[src/rtl/proc_control_unit_if.sv]
// -----------------------------------------------------------------------------
// proc_control_unit_if
//
// Bundles every non-clock, non-reset signal between the processor control
// unit and the datapath/memory side so they travel as one port.
//
// Signals (direction as seen from the control unit, modport master):
//   run          in   1  level; keep fetching/executing while high
//   instr_op     in   4  opcode field instruction[19:16] from the IR
//   mem_ready    in   1  completion strobe for the outstanding mem_req
//   cond_zero    in   1  ALU result register equals zero
//   mem_req      out  1  memory request
//   W            out  1  memory write strobe (store only)
//   ir_we        out  1  instruction register load
//   pc_inc       out  1  program counter increment
//   rf_we        out  1  register file write
//   alu_we       out  1  ALU result register load
//   addr_we      out  1  memory address register load
//   dout_we      out  1  memory data-out register load
//   alu_op       out  2  00 add, 01 or, 10 and, 11 not
//   mux_sel      out  3  000 Rb, 001 Ra, 010 DataIn, 011 ALU reg, 100 PC
//   rd1_src      out  1  0: rd port 1 <- instr[11:8], 1: instr[15:12]
//   state        out  3  current FSM state encoding
//   instr_done   out  1  one-cycle retire pulse
//   err_illegal  out  1  sticky illegal-opcode flag
//   err_timeout  out  1  sticky memory-timeout flag
//   retired      out 16  retired-instruction count (wraps)
// -----------------------------------------------------------------------------
interface proc_control_unit_if;
  logic        run;
  logic [3:0]  instr_op;
  logic        mem_ready;
  logic        cond_zero;

  logic        mem_req;
  logic        W;
  logic        ir_we;
  logic        pc_inc;
  logic        rf_we;
  logic        alu_we;
  logic        addr_we;
  logic        dout_we;
  logic [1:0]  alu_op;
  logic [2:0]  mux_sel;
  logic        rd1_src;
  logic [2:0]  state;
  logic        instr_done;
  logic        err_illegal;
  logic        err_timeout;
  logic [15:0] retired;

  // Control unit side: consumes status, drives controls
  modport master (
    input  run, instr_op, mem_ready, cond_zero,
    output mem_req, W, ir_we, pc_inc, rf_we, alu_we, addr_we, dout_we,
           alu_op, mux_sel, rd1_src, state, instr_done,
           err_illegal, err_timeout, retired
  );

  // Datapath / memory / environment side
  modport slave (
    output run, instr_op, mem_ready, cond_zero,
    input  mem_req, W, ir_we, pc_inc, rf_we, alu_we, addr_we, dout_we,
           alu_op, mux_sel, rd1_src, state, instr_done,
           err_illegal, err_timeout, retired
  );
endinterface

[src/rtl/proc_control_unit.sv]
// -----------------------------------------------------------------------------
// proc_control_unit
//
// Multi-cycle control FSM for a small load/store processor. Sequences
// instruction fetch, decode, ALU execute, register write-back and memory
// load/store, with a bounded wait on the memory handshake, sticky error
// flags and a retired-instruction counter.
//
// Parameters:
//   WAIT_MAX  maximum number of mem_ready wait cycles before timeout (1..255)
//
// Ports:
//   clk    in   rising-edge clock
//   rst_n  in   asynchronous active-low reset
//   bus    proc_control_unit_if.master (see interface file for signal list)
//
// Opcodes: 0000-0011 ALU (add/or/and/not), 1101 load, 1100 store,
//          1110 copy, 1111 copy input, 1011 copy if result non-zero;
//          everything else is illegal and retires as a no-op.
// -----------------------------------------------------------------------------
module proc_control_unit #(
  parameter int unsigned WAIT_MAX = 15
) (
  input  logic                 clk,
  input  logic                 rst_n,
  proc_control_unit_if.master  bus
);

  typedef enum logic [2:0] {
    IDLE   = 3'd0,
    FETCH  = 3'd1,
    DECODE = 3'd2,
    EXEC   = 3'd3,
    SDATA  = 3'd4,
    MEM    = 3'd5,
    WB     = 3'd6
  } state_t;

  localparam logic [3:0] OP_CCOPY   = 4'b1011;
  localparam logic [3:0] OP_STORE   = 4'b1100;
  localparam logic [3:0] OP_LOAD    = 4'b1101;
  localparam logic [3:0] OP_COPY    = 4'b1110;
  localparam logic [3:0] OP_COPY_IN = 4'b1111;

  localparam logic [2:0] SEL_RB   = 3'b000;
  localparam logic [2:0] SEL_RA   = 3'b001;
  localparam logic [2:0] SEL_DIN  = 3'b010;
  localparam logic [2:0] SEL_ALU  = 3'b011;
  localparam logic [2:0] SEL_PC   = 3'b100;

  // The timeout fires on the wait cycle that would bring the counter to
  // WAIT_MAX, so the request is held for exactly WAIT_MAX cycles.
  localparam logic [7:0] WAIT_LAST = 8'(WAIT_MAX - 1);

  state_t      state_q;
  logic [7:0]  wait_cnt;
  logic [15:0] retired_q;
  logic        err_illegal_q;
  logic        err_timeout_q;
  logic [3:0]  op_q;

  logic dec_alu;
  logic dec_load;
  logic dec_store;
  logic dec_copy;
  logic dec_illegal;

  logic       mem_req;
  logic       write_strobe;
  logic       ir_we;
  logic       pc_inc;
  logic       rf_we;
  logic       alu_we;
  logic       addr_we;
  logic       dout_we;
  logic [1:0] alu_op;
  logic [2:0] mux_sel;
  logic       rd1_src;
  logic       complete;
  logic       timeout;

  // Opcode classification of the live IR field, used only during DECODE.
  always_comb begin
    dec_alu     = (bus.instr_op[3:2] == 2'b00);
    dec_load    = (bus.instr_op == OP_LOAD);
    dec_store   = (bus.instr_op == OP_STORE);
    dec_copy    = (bus.instr_op == OP_COPY) || (bus.instr_op == OP_COPY_IN) ||
                  (bus.instr_op == OP_CCOPY);
    dec_illegal = !(dec_alu || dec_load || dec_store || dec_copy);
  end

  // Control decode. Enables that react to mem_ready or cond_zero must do so
  // in the same cycle to meet the minimum instruction latencies, so they are
  // decoded from the registered state plus the live handshake inputs.
  always_comb begin
    mem_req      = 1'b0;
    write_strobe = 1'b0;
    ir_we        = 1'b0;
    pc_inc       = 1'b0;
    rf_we        = 1'b0;
    alu_we       = 1'b0;
    addr_we      = 1'b0;
    dout_we      = 1'b0;
    alu_op       = 2'b00;
    mux_sel      = SEL_PC;
    rd1_src      = 1'b0;
    complete     = 1'b0;
    timeout      = 1'b0;

    case (state_q)
      FETCH: begin
        mem_req = 1'b1;
        // wait_cnt only moves while stalled, so zero marks the first cycle
        addr_we = (wait_cnt == 8'd0);
        if (bus.mem_ready) begin
          ir_we  = 1'b1;
          pc_inc = 1'b1;
        end else if (wait_cnt == WAIT_LAST) begin
          timeout = 1'b1;
        end
      end

      DECODE: begin
        if (dec_load) begin
          addr_we = 1'b1;
          mux_sel = SEL_RA;
        end else if (dec_store) begin
          rd1_src = 1'b1;
          addr_we = 1'b1;
          mux_sel = SEL_RB;
        end else if (dec_illegal) begin
          complete = 1'b1;
        end
      end

      EXEC: begin
        alu_we = 1'b1;
        alu_op = op_q[1:0];
      end

      SDATA: begin
        rd1_src = 1'b1;
        mux_sel = SEL_RA;
        dout_we = 1'b1;
      end

      MEM: begin
        mem_req = 1'b1;
        if (op_q == OP_STORE) begin
          write_strobe = 1'b1;
          rd1_src      = 1'b1;
        end
        if (bus.mem_ready) begin
          complete = 1'b1;
          if (op_q == OP_LOAD) begin
            rf_we   = 1'b1;
            mux_sel = SEL_DIN;
          end
        end else if (wait_cnt == WAIT_LAST) begin
          timeout = 1'b1;
        end
      end

      WB: begin
        complete = 1'b1;
        case (op_q)
          OP_COPY: begin
            rf_we   = 1'b1;
            mux_sel = SEL_RA;
          end
          OP_COPY_IN: begin
            rf_we   = 1'b1;
            mux_sel = SEL_DIN;
          end
          OP_CCOPY: begin
            rf_we   = !bus.cond_zero;
            mux_sel = SEL_RA;
          end
          default: begin
            rf_we   = 1'b1;
            mux_sel = SEL_ALU;
          end
        endcase
      end

      default: ;
    endcase
  end

  // Sequencer state, wait counter, retire counter and sticky error flags.
  // Timeout and completion are applied after the per-state transitions so
  // they take precedence over the default next state.
  always_ff @(posedge clk or negedge rst_n) begin
    if (!rst_n) begin
      state_q       <= IDLE;
      wait_cnt      <= 8'd0;
      retired_q     <= 16'd0;
      err_illegal_q <= 1'b0;
      err_timeout_q <= 1'b0;
      op_q          <= 4'd0;
    end else begin
      case (state_q)
        IDLE: begin
          if (bus.run) begin
            state_q  <= FETCH;
            wait_cnt <= 8'd0;
          end
        end

        FETCH: begin
          if (bus.mem_ready) begin
            state_q <= DECODE;
          end else begin
            wait_cnt <= wait_cnt + 8'd1;
          end
        end

        DECODE: begin
          op_q <= bus.instr_op;
          if (dec_alu) begin
            state_q <= EXEC;
          end else if (dec_load) begin
            state_q  <= MEM;
            wait_cnt <= 8'd0;
          end else if (dec_store) begin
            state_q <= SDATA;
          end else if (dec_copy) begin
            state_q <= WB;
          end else begin
            err_illegal_q <= 1'b1;
          end
        end

        EXEC:  state_q <= WB;

        SDATA: begin
          state_q  <= MEM;
          wait_cnt <= 8'd0;
        end

        MEM: begin
          if (!bus.mem_ready) begin
            wait_cnt <= wait_cnt + 8'd1;
          end
        end

        WB: ;

        default: state_q <= IDLE;
      endcase

      if (timeout) begin
        err_timeout_q <= 1'b1;
        state_q       <= IDLE;
      end

      if (complete) begin
        retired_q <= retired_q + 16'd1;
        wait_cnt  <= 8'd0;
        state_q   <= bus.run ? FETCH : IDLE;
      end
    end
  end

  assign bus.mem_req     = mem_req;
  assign bus.W           = write_strobe;
  assign bus.ir_we       = ir_we;
  assign bus.pc_inc      = pc_inc;
  assign bus.rf_we       = rf_we;
  assign bus.alu_we      = alu_we;
  assign bus.addr_we     = addr_we;
  assign bus.dout_we     = dout_we;
  assign bus.alu_op      = alu_op;
  assign bus.mux_sel     = mux_sel;
  assign bus.rd1_src     = rd1_src;
  assign bus.state       = state_q;
  assign bus.instr_done  = complete;
  assign bus.err_illegal = err_illegal_q;
  assign bus.err_timeout = err_timeout_q;
  assign bus.retired     = retired_q;

endmodule

[src/flat_wrapper.sv]
// flat-port wrapper written by rule: the top's interface ports become plain ports
module proc_control_unit_flat 
#(
  parameter int unsigned WAIT_MAX = 15
)
  (clk, rst_n, bus_run, bus_instr_op, bus_mem_ready, bus_cond_zero, bus_mem_req, bus_W, bus_ir_we, bus_pc_inc, bus_rf_we, bus_alu_we, bus_addr_we, bus_dout_we, bus_alu_op, bus_mux_sel, bus_rd1_src, bus_state, bus_instr_done, bus_err_illegal, bus_err_timeout, bus_retired);
  proc_control_unit_if bus_i ();
  input  logic clk;
  input  logic rst_n;
  input wire logic [$bits(bus_i.run)-1:0] bus_run;
  input wire logic [$bits(bus_i.instr_op)-1:0] bus_instr_op;
  input wire logic [$bits(bus_i.mem_ready)-1:0] bus_mem_ready;
  input wire logic [$bits(bus_i.cond_zero)-1:0] bus_cond_zero;
  output wire logic [$bits(bus_i.mem_req)-1:0] bus_mem_req;
  output wire logic [$bits(bus_i.W)-1:0] bus_W;
  output wire logic [$bits(bus_i.ir_we)-1:0] bus_ir_we;
  output wire logic [$bits(bus_i.pc_inc)-1:0] bus_pc_inc;
  output wire logic [$bits(bus_i.rf_we)-1:0] bus_rf_we;
  output wire logic [$bits(bus_i.alu_we)-1:0] bus_alu_we;
  output wire logic [$bits(bus_i.addr_we)-1:0] bus_addr_we;
  output wire logic [$bits(bus_i.dout_we)-1:0] bus_dout_we;
  output wire logic [$bits(bus_i.alu_op)-1:0] bus_alu_op;
  output wire logic [$bits(bus_i.mux_sel)-1:0] bus_mux_sel;
  output wire logic [$bits(bus_i.rd1_src)-1:0] bus_rd1_src;
  output wire logic [$bits(bus_i.state)-1:0] bus_state;
  output wire logic [$bits(bus_i.instr_done)-1:0] bus_instr_done;
  output wire logic [$bits(bus_i.err_illegal)-1:0] bus_err_illegal;
  output wire logic [$bits(bus_i.err_timeout)-1:0] bus_err_timeout;
  output wire logic [$bits(bus_i.retired)-1:0] bus_retired;
  assign bus_i.run = bus_run;
  assign bus_i.instr_op = bus_instr_op;
  assign bus_i.mem_ready = bus_mem_ready;
  assign bus_i.cond_zero = bus_cond_zero;
  assign bus_mem_req = bus_i.mem_req;
  assign bus_W = bus_i.W;
  assign bus_ir_we = bus_i.ir_we;
  assign bus_pc_inc = bus_i.pc_inc;
  assign bus_rf_we = bus_i.rf_we;
  assign bus_alu_we = bus_i.alu_we;
  assign bus_addr_we = bus_i.addr_we;
  assign bus_dout_we = bus_i.dout_we;
  assign bus_alu_op = bus_i.alu_op;
  assign bus_mux_sel = bus_i.mux_sel;
  assign bus_rd1_src = bus_i.rd1_src;
  assign bus_state = bus_i.state;
  assign bus_instr_done = bus_i.instr_done;
  assign bus_err_illegal = bus_i.err_illegal;
  assign bus_err_timeout = bus_i.err_timeout;
  assign bus_retired = bus_i.retired;
  proc_control_unit #(.WAIT_MAX(WAIT_MAX)) u_core (.clk(clk), .rst_n(rst_n), .bus(bus_i));
endmodule
[config.mk]
export PLATFORM = sky130hd
export DESIGN_NAME = proc_control_unit_flat
export DESIGN_NICKNAME = d
export VERILOG_FILES = /design/src/rtl/proc_control_unit_if.sv /design/src/rtl/proc_control_unit.sv /design/src/flat_wrapper.sv
export SDC_FILE = /design/constraint.sdc
export NUM_CORES = 1
export LEC_CHECK = 0
export ABC_CLOCK_PERIOD_IN_PS = 3900
export BUFFER_PORTS_ARGS = -buffer_cell sky130_fd_sc_hd__buf_2
export CORE_UTILIZATION = 58
export CTS_BUF_LIST = sky130_fd_sc_hd__clkbuf_16
export DETAILED_ROUTE_END_ITERATION = 6
export GPL_ROUTABILITY_DRIVEN = 0
export HOLD_SLACK_MARGIN = 0.03
export PLACE_DENSITY = 0.85
export SYNTH_ARGS = -nofsm -noshare
export SYNTH_HDL_FRONTEND = slang
export SYNTH_SLANG_ARGS = --single-unit
export TNS_END_PERCENT = 20
[constraint.sdc]
create_clock -name clk -period 3.9 [get_ports clk]
set_clock_uncertainty 0.1 [all_clocks]
set_input_delay 0.39 -clock clk [delete_from_list [all_inputs] [get_ports clk]]
set_output_delay 0.39 -clock clk [all_outputs]
set_load 0.05 [all_outputs]
== Yosys cells after proc, flatten, opt, wreduce, memory -nomap -nowiden ==
Cells that the tools add are included.

* Bits in registers: 33
* Input bits: 9
* Output and inout port bits: 36
* Logic and storage cells: 99

* $add $sub $neg: 2
* Equality and inequality tests: 25
* Muxes and demuxes: 46
* Bitwise logic cells: 4
* Reduce and logical (&&, ||, !) cells: 16

{| class="wikitable"
|+ Operators with widths
! kind !! count
|-
| $eq 4x4->1 const B || 10
|-
| $mux 8 || 5
|-
| $mux 3 || 12
|-
| $pmux 8 s4 || 1
|-
| $mux 1 || 20
|-
| $pmux 3 s6 || 1
|-
| $add 16x1->16 const B || 1
|-
| $pmux 3 s4 || 1
|-
| $reduce_and 5->1 || 2
|-
| $eq 3x3->1 const B || 3
|-
| $add 8x1->8 const B || 1
|-
| $eq 8x4->1 const B || 1
|-
| $logic_not 8->1 || 1
|-
| $ne 4x3->1 const B || 2
|-
| $ne 7x2->1 const B || 1
|-
| $eq 3x2->1 const B || 2
|-
| $ne 3x2->1 const B || 2
|-
| $ne 3x3->1 const B || 2
|-
| $pmux 1 s3 || 2
|-
| $reduce_or 2->1 || 3
|-
| $logic_or 1x1->1 || 5
|-
| $reduce_bool 5->1 || 1
|-
| $not 1->1 || 4
|-
| $pmux 1 s2 || 2
|-
| other kinds (8) || 8
|}

== Depth between registers and ports, before layout ==
* Depth in word-level cells: 10
* Depth in mapped cells: 7
* Depth with buffers taken out: 6

== Worst setup path after synthesis ==
No wires, ideal clock.

* Path type: register to output
* Start: register u_core.state_q[2] (netlist: u_core.bus.state[2])
* End: output port bus_W
* Arrival: 2961 ps
* Data required time: 3410 ps
* Slack: 449 ps
* Cell stages (with the launch flop): 5
* Path buffers: 2
* Cell sequence: dfrtp_1 clkbuf_1 clkbuf_1 nand2_1 nor4b_1

* Cells in the longest elaborated chain, start to end: 2

{| class="wikitable"
|+ Ends and longest elaborated chain
! element !! RTL line !! source
|-
| from (decl) || proc_control_unit.sv:55 || <nowiki>state_t state_q;</nowiki>
|-
| from (signal assigned) || proc_control_unit.sv:260 || <nowiki>state_q <= bus.run ? FETCH : IDLE;</nowiki>
|-
| $eq 3x3->1 || proc_control_unit.sv:110 || <nowiki>case (state_q)</nowiki>
|-
| $mux 1 || proc_control_unit.sv:110 ||
|-
| to (decl) || flat_wrapper.sv:15 || <nowiki>output wire logic [$bits(bus_i.W)-1:0] bus_W;</nowiki>
|}

No other way between the ends.

== Final worst setup path ==
* Start: register u_core.state_q[2] (netlist: u_core.bus.state[2])
* End: output port bus_instr_done

* Cells in the longest elaborated chain, start to end: 2
* Elaborated cells on any way between the ends: 4
* Classes of those cells: eq/ne (3); mux (1)

{| class="wikitable"
|+ Ends and longest elaborated chain
! element !! RTL line !! source
|-
| $eq 3x3->1 or $eq 3x2->1 (tied branches) || proc_control_unit.sv:110 ||
|-
| $pmux 1 s3 * || proc_control_unit.sv:110 ||
|-
| to (decl) || flat_wrapper.sv:26 || <nowiki>output wire logic [$bits(bus_i.instr_done)-1:0] bus_instr_done;</nowiki>
|}

Mark *: on every way between the ends. The rest lies on a longest branch, timed or not.

==> out/metrics.csv <==
stage,metric,value,unit
floorplan,die_x,60.6,um
floorplan,die_y,60.6,um
route,drt_wl_total,4.38,mm
grt,met2_usage,42.4,%
floorplan,die-area,3670,um^2
clocking,numCtsBuffers,5,
route,dr.pass1.iters,4,
sta,whs,0.0683,ns
setup_path,start_kind,register,
clocking,cts_tree,built,
sta,min_period_over_period,75.2,%
synth,yosysSeqAreaShare,41.4,%
sta,tns,0,ns
synth,syn_nets,227,
grt,grt_pass1_wl,7.32,mm
pwr,p_sw_share,48.3,%
layout,nNetsFinal,266,
sta,setup_viol,0,
grt,gr-usage-met1,37.6,%
pwr,p_clk_share,23.2,%
grt,overflow,0,
pwr,power.leakage,1.15,nW
pwr,seq_power_share,29.5,%
setup_path,required,3.41,ns
hold_path,min_path_type,in -> async,
setup_path,cp.arrival,2.44,ns
sta,worstMarginPinSlew,0.725,ns
route,wl_per_cell,14.7,um
clocking,clk_latency,0.28,ns
synth,avgSynthCellArea,9.31,um^2
setup_path,crit_type,reg -> out,
sta,rsz0062_at_grt,no,
synth,async_reset_ff_share,100,%
sta,relSlewSlack,51.7,%
grt,antenna_found_initial,0,
grt,busiest_layer,met2,
clocking,post-cts-setup-buffers,0,
layout,antenna_cells,0,
layout,drive_gt1_share,23.3,%
placement,io_buffers,44,
grt,grt_pass1_vias,1607,
pwr,ir_worst_vdd,0.408,mV
clocking,ctsHtreeMaxLevel,2,
pwr,powerDensity,791,nW/um^2
synth,ys_types,45,
floorplan,core,3150,um^2
sta,max_freq,341,MHz
synth,syn_area,1990,um^2
pwr,power,1.88,mW
synth,synthesis.instances,214,
sta,finalCriticalPeriod,2.93,ns
clocking,cts_root_buffer,clkbuf_16,
setup_path,path_max_fanout,23,
route,antenna_left,0,
route,drtIter0Drc,165,
layout,syn2layout_area_growth,19.2,%
floorplan,fp-row-count,20,
route,vias,1762,
synth,synthTopCellsByArea,"dfrtp_1, xnor2_1, nand2_1",
synth,yosys_warnings,0,
setup_path,endpoint_kind,output pin,
clocking,cts_sinks,33,
pwr,p_switching,908,uW
pwr,cellInternalPower,971,uW
placement,dp_hpwl,3.10,mm
route,routed_via_density,5.93,
grt,track_usage,27.6,%
sta,report.final.slew_viol_count,0,
clocking,cts.path.max_buffers,2,
synth,synth_flop_cell,dfrtp_1,
outcome,status,completed,
floorplan,io_pins,45,
floorplan,start_util,63.2,%
synth,synth_edf_count,0,
grt,grt_max_degree,34,
synth,synth_top_cell_area_share,41.4,%
clocking,ctsResizeCount,0,
pwr,power_frac_comb,47.3,%
sta,hold_viol,0,
route,drcViolationCount,0,
layout,finish.utilization,75.4,%
grt,met3_usage,4.69,%
synth,ys_ff_latch,33,
synth,yosys.area.top_type,dfrtp_1,
run,drv_cap,0,
clocking,cts_hold_buf,0,
clocking,clk_pin_slew,0.05,ns
==> cells in the final DEF, fill, tap and decap left out, types with 5 or more instances in the layout <==
| master | instances |
|---|---|
| nand3_1 | 8 |
| nor3_1 | 7 |
| o32ai_1 | 5 |
| nor2_1 | 12 |
| and2_1 | 7 |
| nand2_1 | 27 |
| clkbuf_16 | 5 |
| a21o_1 | 9 |
| o211ai_1 | 7 |
| o21ai_0 | 6 |
| inv_1 | 5 |
| o2111ai_1 | 6 |
| dfrtp_1 | 33 |
| buf_2 | 44 |
| xnor2_1 | 16 |
==> per-layer routing <==
layer,wire (um),vias up
met4,83,0
met2,2070,55
li1,-,864
met3,206,7
met1,2020,836
met5,0,-
==> registers in the layout (all words and copies together) (netlist names) <==
| signal | count |
|---|---|
| u_core.wait_cnt | 8 |
| u_core.bus.retired | 16 |
| u_core.op_q | 4 |
| u_core.bus.err_illegal | 1 |
| u_core.bus.err_timeout | 1 |
| u_core.bus.state | 3 |
==> stage by stage <==
stage                     area (um^2)  setup WS, ns  instances
final                            2380         0.967        297
after global routing             2380         0.842        297
after CTS                        2380         0.983        297
after global placement           2220          1.35        290
after detailed placement         2220          1.29        290
after floorplan                  1990         0.449        214
==> synth_stat cells, drive strengths merged (6+ instances only) <==
| library cell | n |
|---|---|
| buf | 6 |
| nand3 | 8 |
| nand2 | 27 |
| and2 | 7 |
| nor3 | 7 |
| dfrtp | 33 |
| clkbuf | 8 |
| o2111ai | 6 |
| a21o | 9 |
| nor2 | 12 |
| xnor2 | 16 |
| o21ai | 6 |
| o211ai | 7 |
==> power by group through the flow <==
stage	clock network (mW)	logic (mW)	registers, mW
floorplan	0	0.624	0.635
global placement	0	0.877	0.548
detailed placement	0	0.885	0.555
CTS	0.442	0.888	0.552
global route	0.458	0.966	0.576
finish	0.436	0.889	0.555
==> cells by family after synthesis <==
kind of cell    synth area share (%)
xor+xnor                        7.03
buf+inv                         4.33
simple gates                    24.2
fa+ha+maj                       2.51
compound gates                  18.9
flops                           41.4
mux                             1.63
==> worst paths after layout <==
| check | startpoint | slack, ns | cells past startpoint | end |
|---|---|---|---|---|
| worst max-delay path | u_core.bus.state[2]$_DFFE_PN0P_ | 0.97 | 6 | bus_instr_done |
| worst min register to register | u_core.bus.err_illegal$_DFFE_PN0P_ | 0.37 | 1 | u_core.bus.err_illegal$_DFFE_PN0P_ |
| min in group clk | bus_instr_op[1] | 0.27 | 3 | u_core.op_q[1]$_DFFE_PN0P_ |
| worst min-delay path | rst_n | 0.07 | 1 | u_core.bus.retired[4]$_DFFE_PN0N_ |
| max in group asynchronous | rst_n | 3.16 | 1 | u_core.bus.err_timeout$_DFFE_PN0P_ |
| worst max register to register | u_core.bus.state[2]$_DFFE_PN0P_ | 1.55 | 5 | u_core.bus.retired[1]$_DFFE_PN0N_ |
==> area by class of cell <==
| class | count | area (um^2) |
|---|---|---|
| inverter | 5 | 18.8 |
| multi-input combinational | 162 | 1080 |
| tap | 44 | 55.1 |
| clock inverter | 2 | 35.0 |
| fill | 243 | 777 |
| timing repair buffer | 46 | 235 |
| sequential | 33 | 826 |
| clock buffer | 5 | 125 |
==> worst max-delay path, stage by stage, from the launching register on <==
cell and delay [ns]:
dfrtp_1 0.59, or3b_1 0.61, a211oi_4 0.20, buf_4 0.28, nor2_1 0.15, inv_1 0.07, buf_2 0.25
Note: power is estimated with default switching activity, not from simulation.
